`src/rtl/timer_defs.sv`:
```
// timer_defs: shared state encodings, register offsets, CTRL bit positions and mode constants for timer_counter
package timer_defs;
  typedef enum logic [1:0] {IDLE, LOAD, CNT, INT} state_t;
  localparam logic [1:0] ADDR_CTRL   = 2'd0;
  localparam logic [1:0] ADDR_PRESET = 2'd1;
  localparam logic [1:0] ADDR_COUNT  = 2'd2;
  localparam int CTRL_EN   = 0;
  localparam int CTRL_MODE = 1;
  localparam int CTRL_IM   = 3;
  localparam int CTRL_P    = 4;
  localparam logic [1:0] MODE_ONESHOT  = 2'd0;
  localparam logic [1:0] MODE_PERIODIC = 2'd1;
endpackage

```
`src/rtl/timer_prescaler.sv`:
```
// timer_prescaler: emits a one-cycle tick every p+1 cycles while run is high (built only with TIMER_PRESCALE_EN)
// Ports: clk, reset (async, active-high), clear (restart the divider), run (advance), p (divide-by minus one), tick.
`ifdef TIMER_PRESCALE_EN
module timer_prescaler (
  input  logic       clk,
  input  logic       reset,
  input  logic       clear,
  input  logic       run,
  input  logic [3:0] p,
  output logic       tick
);
  logic [3:0] cnt;
  assign tick = run && cnt == p;
  always_ff @(posedge clk or posedge reset)
    if (reset) cnt <= '0;
    else if (clear) cnt <= '0;
    else if (run) cnt <= tick ? '0 : cnt + 4'd1;
endmodule
`endif

```
`src/rtl/timer_counter.sv`:
```
// timer_counter: memory-mapped down-counting timer with one-shot (level irq) and periodic (pulse irq, auto-reload) modes
// Ports: clk, reset (async, active-high), addr/we/wdata (bus write, 0=CTRL 1=PRESET 2=COUNT), rdata (comb read), irq.
// Build option TIMER_PRESCALE_EN adds CTRL[7:4] prescale field P (one count step every P+1 cycles).
module timer_counter
  import timer_defs::*;
#(
  parameter logic [31:0] PRESET_RST = 32'h0
) (
  input  logic        clk,
  input  logic        reset,
  input  logic [1:0]  addr,
  input  logic        we,
  input  logic [31:0] wdata,
  output logic [31:0] rdata,
  output logic        irq
);
  state_t state, state_d;
  logic en, im, flag, tick;
  logic [1:0] mode;
  logic [3:0] p;
  logic [31:0] preset, count;
  logic wr_ctrl, wr_preset, wr_cfg, periodic, step, done;
  assign wr_ctrl   = we && addr == ADDR_CTRL;
  assign wr_preset = we && addr == ADDR_PRESET;
  assign wr_cfg    = wr_ctrl || wr_preset;
  assign periodic  = mode == MODE_PERIODIC;
  assign step      = state == CNT && en && tick;
  assign done      = count <= 32'd1;
`ifdef TIMER_PRESCALE_EN
  logic [3:0] p_q;
  always_ff @(posedge clk or posedge reset)
    if (reset) p_q <= '0;
    else if (wr_ctrl) p_q <= wdata[CTRL_P+:4];
  assign p = p_q;
  timer_prescaler u_prescaler (
    .clk  (clk),
    .reset(reset),
    .clear(wr_cfg || state == LOAD),
    .run  (state == CNT && en),
    .p    (p),
    .tick (tick)
  );
`else
  assign p    = 4'd0;
  assign tick = 1'b1;
`endif
  always_ff @(posedge clk or posedge reset)
    if (reset) state <= IDLE;
    else state <= state_d;
  // a CTRL/PRESET write overrides whatever the FSM would have done this edge
  always_comb begin
    state_d = state;
    if (wr_cfg) state_d = IDLE;
    else
      case (state)
        IDLE:    state_d = en ? LOAD : IDLE;
        LOAD:    state_d = CNT;
        CNT:     state_d = !en ? IDLE : (tick && done) ? INT : CNT;
        INT:     state_d = periodic ? LOAD : IDLE;
        default: state_d = IDLE;
      endcase
  end
  always_ff @(posedge clk or posedge reset)
    if (reset) begin
      en     <= 1'b0;
      mode   <= MODE_ONESHOT;
      im     <= 1'b0;
      preset <= PRESET_RST;
      count  <= '0;
      flag   <= 1'b0;
    end else begin
      if (wr_ctrl) begin
        en   <= wdata[CTRL_EN];
        mode <= wdata[CTRL_MODE+:2];
        im   <= wdata[CTRL_IM];
      end else if (!wr_preset && state == INT && !periodic) en <= 1'b0;
      if (wr_preset) preset <= wdata;
      if (wr_cfg) flag <= 1'b0;
      else if (step && done) flag <= 1'b1;
      else if (state == INT && periodic) flag <= 1'b0;
      if (!wr_cfg && state == LOAD) count <= preset;
      else if (!wr_cfg && step) count <= done ? '0 : count - 32'd1;
    end
  always_comb begin
    irq   = im & flag;
    rdata = addr == ADDR_CTRL   ? {24'd0, p, im, mode, en} :
            addr == ADDR_PRESET ? preset :
            addr == ADDR_COUNT  ? count : '0;
  end
endmodule

```
`config.mk`:
```
export PLATFORM = sky130hd
export DESIGN_NAME = timer_counter
export DESIGN_NICKNAME = d
export VERILOG_FILES = /design/src/rtl/timer_defs.sv /design/src/rtl/timer_prescaler.sv /design/src/rtl/timer_counter.sv
export SDC_FILE = /design/constraint.sdc
export NUM_CORES = 1
export LEC_CHECK = 0
export ABC_CLOCK_PERIOD_IN_PS = 2730
export CAP_MARGIN = 20
export CORE_UTILIZATION = 25
export CTS_BUF_LIST = sky130_fd_sc_hd__clkbuf_16
export DETAILED_ROUTE_END_ITERATION = 12
export PLACE_DENSITY = 0.48
export SETUP_SLACK_MARGIN = 0.4
export SLEW_MARGIN = 20
export SYNTH_ARGS = -nofsm -noshare
export SYNTH_HDL_FRONTEND = slang
export SYNTH_HIERARCHICAL = 1
export SYNTH_SLANG_ARGS = --single-unit
export TNS_END_PERCENT = 50
```
`constraint.sdc`:
```
create_clock -name clk -period 2.73 [get_ports clk]
set_input_delay 0.819 -clock clk [delete_from_list [all_inputs] [get_ports clk]]
set_output_delay 0.819 -clock clk [all_outputs]
set_load 0.05 [all_outputs]
```
### Word level (Yosys, flattened, before mapping)

Index checks and enable logic that the tools add are counted.

| cells by class | value |
|---|---|
| magnitude comparators | 1 |
| bitwise logic cells | 1 |
| div/mod/pow operators | 0 |
| reduce and logical (&&, ||, !) cells | 18 |
| shifts and indexed selects | 0 |
| multiply operators | 0 |
| add/subtract/negate cells | 1 |
| eq/ne operators | 6 |
| multiplexer cells | 17 |

Operators by type and width:

| operator | number |
|---|---|
| 32-bit 2-to-1 mux | 6 |
| 32-bit by 1-bit <= comparator with 1-bit output (second input constant) | 1 |
| 32-bit by 1-bit subtractor with 32-bit output (second input constant) | 1 |
| 1-bit logical AND | 9 |
| 1-bit 2-to-1 mux | 8 |
| 2-bit one-hot mux with 4 select lines | 1 |
| 2-bit by 1-bit equality test with 1-bit output (second input constant) | 3 |
| 2-bit equality test (second input constant) | 3 |
| 2-bit logical NOT | 2 |
| 2-bit 2-to-1 mux | 2 |
| 2-bit nonzero test | 2 |
| 1-bit logical NOT | 3 |
| 3-bit nonzero test | 1 |
| 1-bit AND | 1 |
| 1-bit logical OR | 1 |

| storage, ports and cells | value |
|---|---|
| RAM bits | 0 |
| bits in read-only memories | 0 |
| register bits | 71 |
| logic and storage cells | 51 |
| memories | 0 |
| latch bits | 0 |

### Longest topological paths before layout

Gate-level depths: netlist (run 1).

| depth | value |
|---|---|
| depth after elaboration | 7 |
| depth in mapped cells | 8 |

### Worst setup path before layout (run 1)

Ideal clock, no wire load.

| timing | value |
|---|---|
| kind | input to output |
| start point | input port addr[0] |
| end point | output port rdata[21] |
| required time | 1.911 ns |
| stages on the path | 5 |
| arrival time | 2.344 ns |
| path slack | -0.433 ns |
| path through | clkbuf_1 -> nor2b_1 -> clkbuf_1 -> buf_1 -> a22o_1 |

| between the ends | value |
|---|---|
| word-level cells in the longest chain between the ends | 4 |
| elaborated cells on any way between the ends | 6 |

RTL lines:

| item | line | text |
|---|---|---|
| from (decl) | timer_counter.sv:11 | `input logic [1:0] addr,` |
| 2-bit equality test | timer_counter.sv:88 | `addr == ADDR_COUNT ? count : '0;` |
| 32-bit 2-to-1 mux | timer_counter.sv:88 |  |
| 32-bit 2-to-1 mux | timer_counter.sv:87 | `addr == ADDR_PRESET ? preset :` |
| 32-bit 2-to-1 mux (*) | timer_counter.sv:86 | `rdata = addr == ADDR_CTRL ? {24'd0, p, im, mode, en} :` |
| to (decl) | timer_counter.sv:14 | `output logic [31:0] rdata,` |

Every way passes the cells marked *; elsewhere a longest branch is shown, timed or not.

### Final worst setup path (run 1)

| timing | value |
|---|---|
| start point | input port addr[0] |
| end point | output port rdata[15] |

Same word-level chain as after synthesis.

==> out/metrics.cfg, run 1 <==
[setup_path]
ff2ff_path_depth=6
crit_chain=buf_6 > buf_6 > nor2b_4 > buf_6 > buf_12 > a22o_4 > buf_12
critPathCaptureType=primary output
startpoint=addr[0]
crit_type=in2out
critPathMaxStageDelay_ns=0.16
rrSetupSlack_ns=0.36
crit_fanout=8
crit_required_ns=1.91
r2r-start=count[12]
crit_arrival_ns=1.76
cp-endpoint=rdata[15]
cpMostUsedCell=buf_6
r2r-end=count[25]
critPathSlowestCell=nor2b_4
cp-start-kind=input port

[cells_and_area]
drive_gt1_share_pct=38.77
synthToLayoutAreaGrowth_pct=63.43
final_nets=507
diodes=0
n_fill_cell=1366
finalNonFillerCells=656

[place]
gp_congestion=0.7536
dp.cells=630
dp_hpwl_um=7741
portBuffers=69

[power_and_ir_drop]
powerDensity_nw_per_um2=820.1
leakage_nw=2.548
power_mw=5.013
ir_worst_vdd_mv=0.3411

[flow_run]
maxCapViolations=0

[floorplanning]
start_util_pct=25.63
rows=44
die_area_um2=15450
fp.dieW_um=124.3
core_um2=14590
die_h_um=124.3
io_pins=70

[detailed_routing]
drt-pass1-iter-count=4
via_per_inst=4.896
highest_layer=met4
vias=3212
wl_met1_um=4927
wl_um=11110
drt_iter0_drc=140
post_drt_wl_per_cell_um=16.93
antenna_left=0
dr_wl_met3_um=591
drc=0
route.met2.wl_um=5494

[synthesis]
synth.distinct_cells=47
synth_top_family_by_area=compound AO/OA/AOI/OAI gates
synth_commonest_cells=dfrtp_1 (71), nand2_1 (39), mux2_2 (35)
ys_warn_count=6
synth-simple-area-share_pct=15.12
synthTopCellsByArea=dfrtp_1 (48%), mux2_2 (11%), a22o_1 (6.6%)
synth_seq_cells=71
yosysTopAreaCell=dfrtp_1
syn_inst=364
async_flop_share_pct=100.0
netlist_area_um2=3740
avgSynthCellArea_um2=10.27
synth_compound_area_share_pct=15.99
synth_ff_type=dfrtp_1
synth_xor_area_share_pct=5.621
syn-num-nets=403
netlist.area_leader.share_pct=47.51
synthMuxAreaShare_pct=11.88
synth_edf_count=0
ys_seq_area_share_pct=47.51
synth_fa_ha_area_share_pct=0.6691
yosysMostFrequentCell=dfrtp_1

[grt]
grt_max_degree=72
antenna_found_initial=0
grt_pass1_wl_um=18550
grt_usage_pct=15.25
grt_pass1_vias=3450
overflow=0

[timing]
final-max-slew-violation-count=0
finalSetupViolations=0
clock-skew-final_ns=0.005702
whs_ns=0.5211
rsz0062_at_grt=yes
period_share_pct=94.64
slew_headroom_pct=67.13
period_minus_slack_ns=2.584
fmax_ghz=0.3870
tightest_slew_ns=0.4915
hold_viol_final=0

[cts]
path_clk_slew_ns=0.05
h-tree-depth=3
cts_inserted_buffers=9
cts_hold_buf=0
cts_tree=done
cts.sink_count=71
worstSkewPairLatency_ns=0.33
cts-root-buf=clkbuf_16
cts_buffer_depth=2

[worst_hold_path]
hp-start=preset[6]
hp-class=reg2reg

[outcome]
outcome=complete, no violations

[sequential cells by signal, indices dropped and copies added, names as in the netlist]
register,flops
count,32
preset,32
mode,2
state,2
en,1
flag,1
im,1
[cell families (layout without fill, tap and decap cells)]
kind of cell / Yosys count / in the layout
mux: 40 / 40
compound gates: 88 / 88
flops: 71 / 71
buf+inv: 28 / 136
xor+xnor: 24 / 24
simple gates: 111 / 111
fa+ha+maj: 2 / 2
[cell usage in the layout, fill, tap and decap left out, types with 4 or more instances in the layout]
cell	instances
a21oi_1	6
a22o_4	28
a22oi_1	6
buf_12	41
buf_4	26
buf_6	7
clkbuf_16	9
clkdlybuf4s50_1	35
clkinv_1	4
dfrtp_1	70
inv_1	9
mux2_2	35
mux2i_1	5
nand2_1	33
nand2_4	5
nand3_1	8
nor2_1	16
nor3_1	12
o21ai_0	26
o21ai_1	5
o21ai_4	4
xnor2_1	18
xor2_1	6
[final cells by class]
class,instances,area (um^2),area share (%)
tap,184,230.2,3.767
multi-input combinational,265,2290,37.46
timing repair buffer,113,1533,25.08
clock inverter,6,22.52,0.3685
sequential,71,1778,29.09
clock buffer,9,225.2,3.685
inverter,8,33.78,0.5527
[report_power, final]
| group | total, mW | internal, mW | switching (mW) |
|---|---|---|---|
| Combinational | 2.19 | 1.12 | 1.07 |
| Sequential | 1.82 | 1.38 | 0.440 |
| Clock | 1.00 | 0.589 | 0.412 |
| Total | 5.01 | 3.09 | 1.92 |
[how the worst min path moves through the flow]
| stage | cells past startpoint | slack [ns] | endpoint |
|---|---|---|---|
| 3_3_place_gp | 1 | 0.51 | state[0] |
| 3_5_place_dp | 2 | 0.51 | count[6] |
| 2_1_floorplan | 2 | 0.47 | count[3] |
| 6_report | 2 | 0.52 | count[6] |
| 4_1_cts | 2 | 0.52 | count[6] |
| 5_1_grt | 1 | 0.55 | mode[0] |
[through the flow]
step	util (%)	setup TNS (ns)	worst slack, ns	instance area (um^2)
after global routing	41.90	0	0.1319	6112
after detailed placement	38.37	-7.128	-0.2468	5598
after CTS	41.05	0	0.1642	5988
after floorplan	-	0	0.1931	4195
final	41.90	0	0.1462	6112
after global placement	38.37	-6.578	-0.2241	5598
[worst max-delay path, delay by kind of cell]
| kind | cells | cell delay, ns |
|---|---|---|
| buffers and inverters | 5 | 0.65 |
| AND/OR/NAND/NOR | 1 | 0.16 |
| AO/OA/AOI/OAI | 1 | 0.14 |
[repair_timing]
item | 4_1_cts | 5_1_grt
endpoints found under the setup margin | 59 | 65
endpoints found under the hold margin | 0 | 0
buffers inserted | 4 | 3
pin swaps | 2 | 9
resized for setup | 18 | 21
cloned | 3 | 1
[per-layer routing]
metal | GRT usage, % | vias to the layer above
met5 | 0 | -
met4 | 3.898 | 0
met3 | 4.038 | 5
met2 | 24.80 | 79
met1 | 19.99 | 1605
li1 | - | 1523
Power figures use the tool's default switching activity.
==> inputs of run 2 (changes only) <==
--- a/config.mk
+++ b/config.mk
@@ -5,12 +5,13 @@
 export SDC_FILE = /design/constraint.sdc
 export NUM_CORES = 1
 export LEC_CHECK = 0
-export ABC_CLOCK_PERIOD_IN_PS = 2730
+export ABC_CLOCK_PERIOD_IN_PS = 2850
 export CAP_MARGIN = 20
 export CORE_UTILIZATION = 25
 export CTS_BUF_LIST = sky130_fd_sc_hd__clkbuf_16
+export CTS_CLUSTER_DIAMETER = 120
 export DETAILED_ROUTE_END_ITERATION = 12
-export PLACE_DENSITY = 0.48
+export PLACE_DENSITY = 0.46
 export SETUP_SLACK_MARGIN = 0.4
 export SLEW_MARGIN = 20
 export SYNTH_ARGS = -nofsm -noshare
==> constraint.sdc (replaced) <==
create_clock -name clk -period 2.85 [get_ports clk]
set_input_delay 0.855 -clock clk [delete_from_list [all_inputs] [get_ports clk]]
set_output_delay 0.855 -clock clk [all_outputs]
set_load 0.05 [all_outputs]
==> out/metrics.cfg, run 2 (same netlist as run 1, synthesis figures left out) <==
[setup_path]
r2r-start=count[9]  ; was count[12]
cp-endpoint=rdata[14]  ; was rdata[15]
crit_type=in2out  ; unchanged
crit_fanout=8  ; unchanged
startpoint=addr[0]  ; unchanged
cp-start-kind=input port  ; unchanged
r2r-end=count[24]  ; was count[25]
critPathCaptureType=primary output  ; unchanged
crit_required_ns=2.00  ; was 1.91 ns
rrSetupSlack_ns=0.39  ; was 0.36 ns
crit_arrival_ns=1.81  ; was 1.76 ns
ff2ff_path_depth=9  ; was 6

[grt]
overflow=0  ; unchanged
grt_busiest_layer=met2  ; unchanged
grt_max_degree=72  ; unchanged
gr-usage-met2_pct=24.63  ; was 24.80%
grt_usage_pct=15.06  ; was 15.25%
grt_use_met1_pct=19.79  ; was 19.99%
antenna_found_initial=0  ; unchanged
met3_usage_pct=3.265  ; was 4.038%
grt_pass1_vias=3331  ; was 3450
grt_pass1_wl_um=18240  ; was 18550 um

[timing]
period_minus_slack_ns=2.668
whs_ns=0.5239  ; was 0.5211 ns
tightest_slew_ns=0.4862  ; was 0.4915 ns
final-max-slew-violation-count=0  ; unchanged
fmax_ghz=0.3748
clock-skew-final_ns=0.009417  ; was 0.005702 ns
slew_headroom_pct=67.48  ; was 67.13%
rsz0062_at_grt=yes  ; unchanged
hold_viol_final=0  ; unchanged
finalSetupViolations=0  ; unchanged
period_share_pct=93.61
final.setup.tns_ns=0  ; unchanged

[detailed_routing]
drc=0  ; unchanged
drt-pass1-iter-count=4  ; unchanged
via_per_inst=4.852  ; was 4.896
antenna_left=0  ; unchanged
drt_iter0_drc=140  ; unchanged
post_drt_wl_per_cell_um=16.98  ; was 16.93 um
vias=3173  ; was 3212
wl_um=11100  ; was 11110 um

[floorplanning]
die_h_um=124.3  ; unchanged
rows=44  ; unchanged
start_util_pct=25.63  ; unchanged
core_um2=14590  ; unchanged
fp.dieW_um=124.3  ; unchanged
io_pins=70  ; unchanged
die_area_um2=15450  ; unchanged

[power_and_ir_drop]
powerDensity_nw_per_um2=803.5  ; was 820.1 nW/um^2
ir_worst_vdd_mv=0.4513  ; was 0.3411 mV
leakage_nw=2.483  ; was 2.548 nW

[outcome]
outcome=complete, no violations  ; unchanged

[place]
dp.cells=631  ; was 630
portBuffers=69  ; unchanged
dp_hpwl_um=7847  ; was 7741 um
placed_cell_area_um2=5575  ; was 5598 um^2
gp_congestion=0.7664  ; was 0.7536

[cts]
cts_inserted_buffers=9  ; unchanged
cts_tree=done  ; unchanged
cts_buffer_depth=2  ; unchanged
path_clk_slew_ns=0.06  ; was 0.05 ns
cts-root-buf=clkbuf_16  ; unchanged
h-tree-depth=3  ; unchanged
worstSkewPairLatency_ns=0.34  ; was 0.33 ns
cts.sink_count=71  ; unchanged

[cells_and_area]
drive_gt1_share_pct=38.09  ; was 38.77%
synthToLayoutAreaGrowth_pct=61.09  ; was 63.43%
n_fill_cell=1383  ; was 1366
largestRegisters=count (32), preset (32)  ; unchanged
fin_area_um2=6025  ; was 6112 um^2
finalNonFillerCells=654  ; was 656
mostFrequentLayoutCell=dfrtp_1  ; unchanged
mostFrequentLayoutCells=dfrtp_1 (69), buf_12 (41), mux2_2 (35), clkdlybuf4s50_1 (35), nand2_1 (34)  ; was dfrtp_1 (70), buf_12 (41), mux2_2 (35), clkdlybuf4s50_1 (35), nand2_1 (33)
diodes=0  ; unchanged
final_nets=504  ; was 507

[worst_hold_path]
hp-class=reg2reg  ; unchanged

[flow_run]
maxCapViolations=0  ; unchanged

## run 2: worst max-delay path: stages
cell     delay, ns
buf_6         0.09
buf_6         0.12
nor2b_4       0.21
buf_12        0.14
buf_16        0.13
a22o_4        0.13
buf_12        0.12
## run 2: layer usage
layer  wire (um)  share of wire (%)
met5           0                  0
met4         144                1.3
met3         431                3.9
met2        5456                 49
met1        5070                 46
## run 2: power by group
part           internal, mW  switching [mW]  leakage [nW]
sequential             1.32           0.436         0.862
clock                 0.662           0.422         0.143
combinational          1.03           0.966          1.48
## run 2: per-stage QoR
stage               utilization (%)  setup WS, ns  total power, mW
finish                        41.30        0.1820            4.841
global route                  41.30        0.1472            5.121
CTS                           40.70        0.1755            4.837
detailed placement            38.22       -0.1726            3.704
global placement              38.22       -0.1695            3.681
floorplan                         -        0.2143            2.873
## run 2: repair_timing
item | CTS | global route
cloned | 1 | 1
resized for setup | 11 | 15
endpoints found under the setup margin | 50 | 66
setup buffers | 4 | 1
pin swaps | 2 | 10
hold buffers | 0 | 0
## run 2: cell type report
type | count | area [um^2] | share of cell area, %
clock buffers | 9 | 225.2 | 3.738
clock inverters | 7 | 55.05 | 0.9138
inverters | 8 | 33.78 | 0.5607
multi-input cells | 265 | 2242 | 37.22
flip-flops and latches | 71 | 1779 | 29.53
well taps | 184 | 230.2 | 3.821
repair buffers | 110 | 1459 | 24.22
## run 2: worst min path at each step
stage	startpoint	slack, ns	cells past startpoint	endpoint
2_1_floorplan	preset[3]	0.47	2	count[3]
3_3_place_gp	preset[4]	0.51	2	count[4]
3_5_place_dp	preset[5]	0.52	2	count[5]
4_1_cts	preset[5]	0.53	2	count[5]
5_1_grt	preset[9]	0.56	2	count[9]
6_report	flag	0.52	2	flag
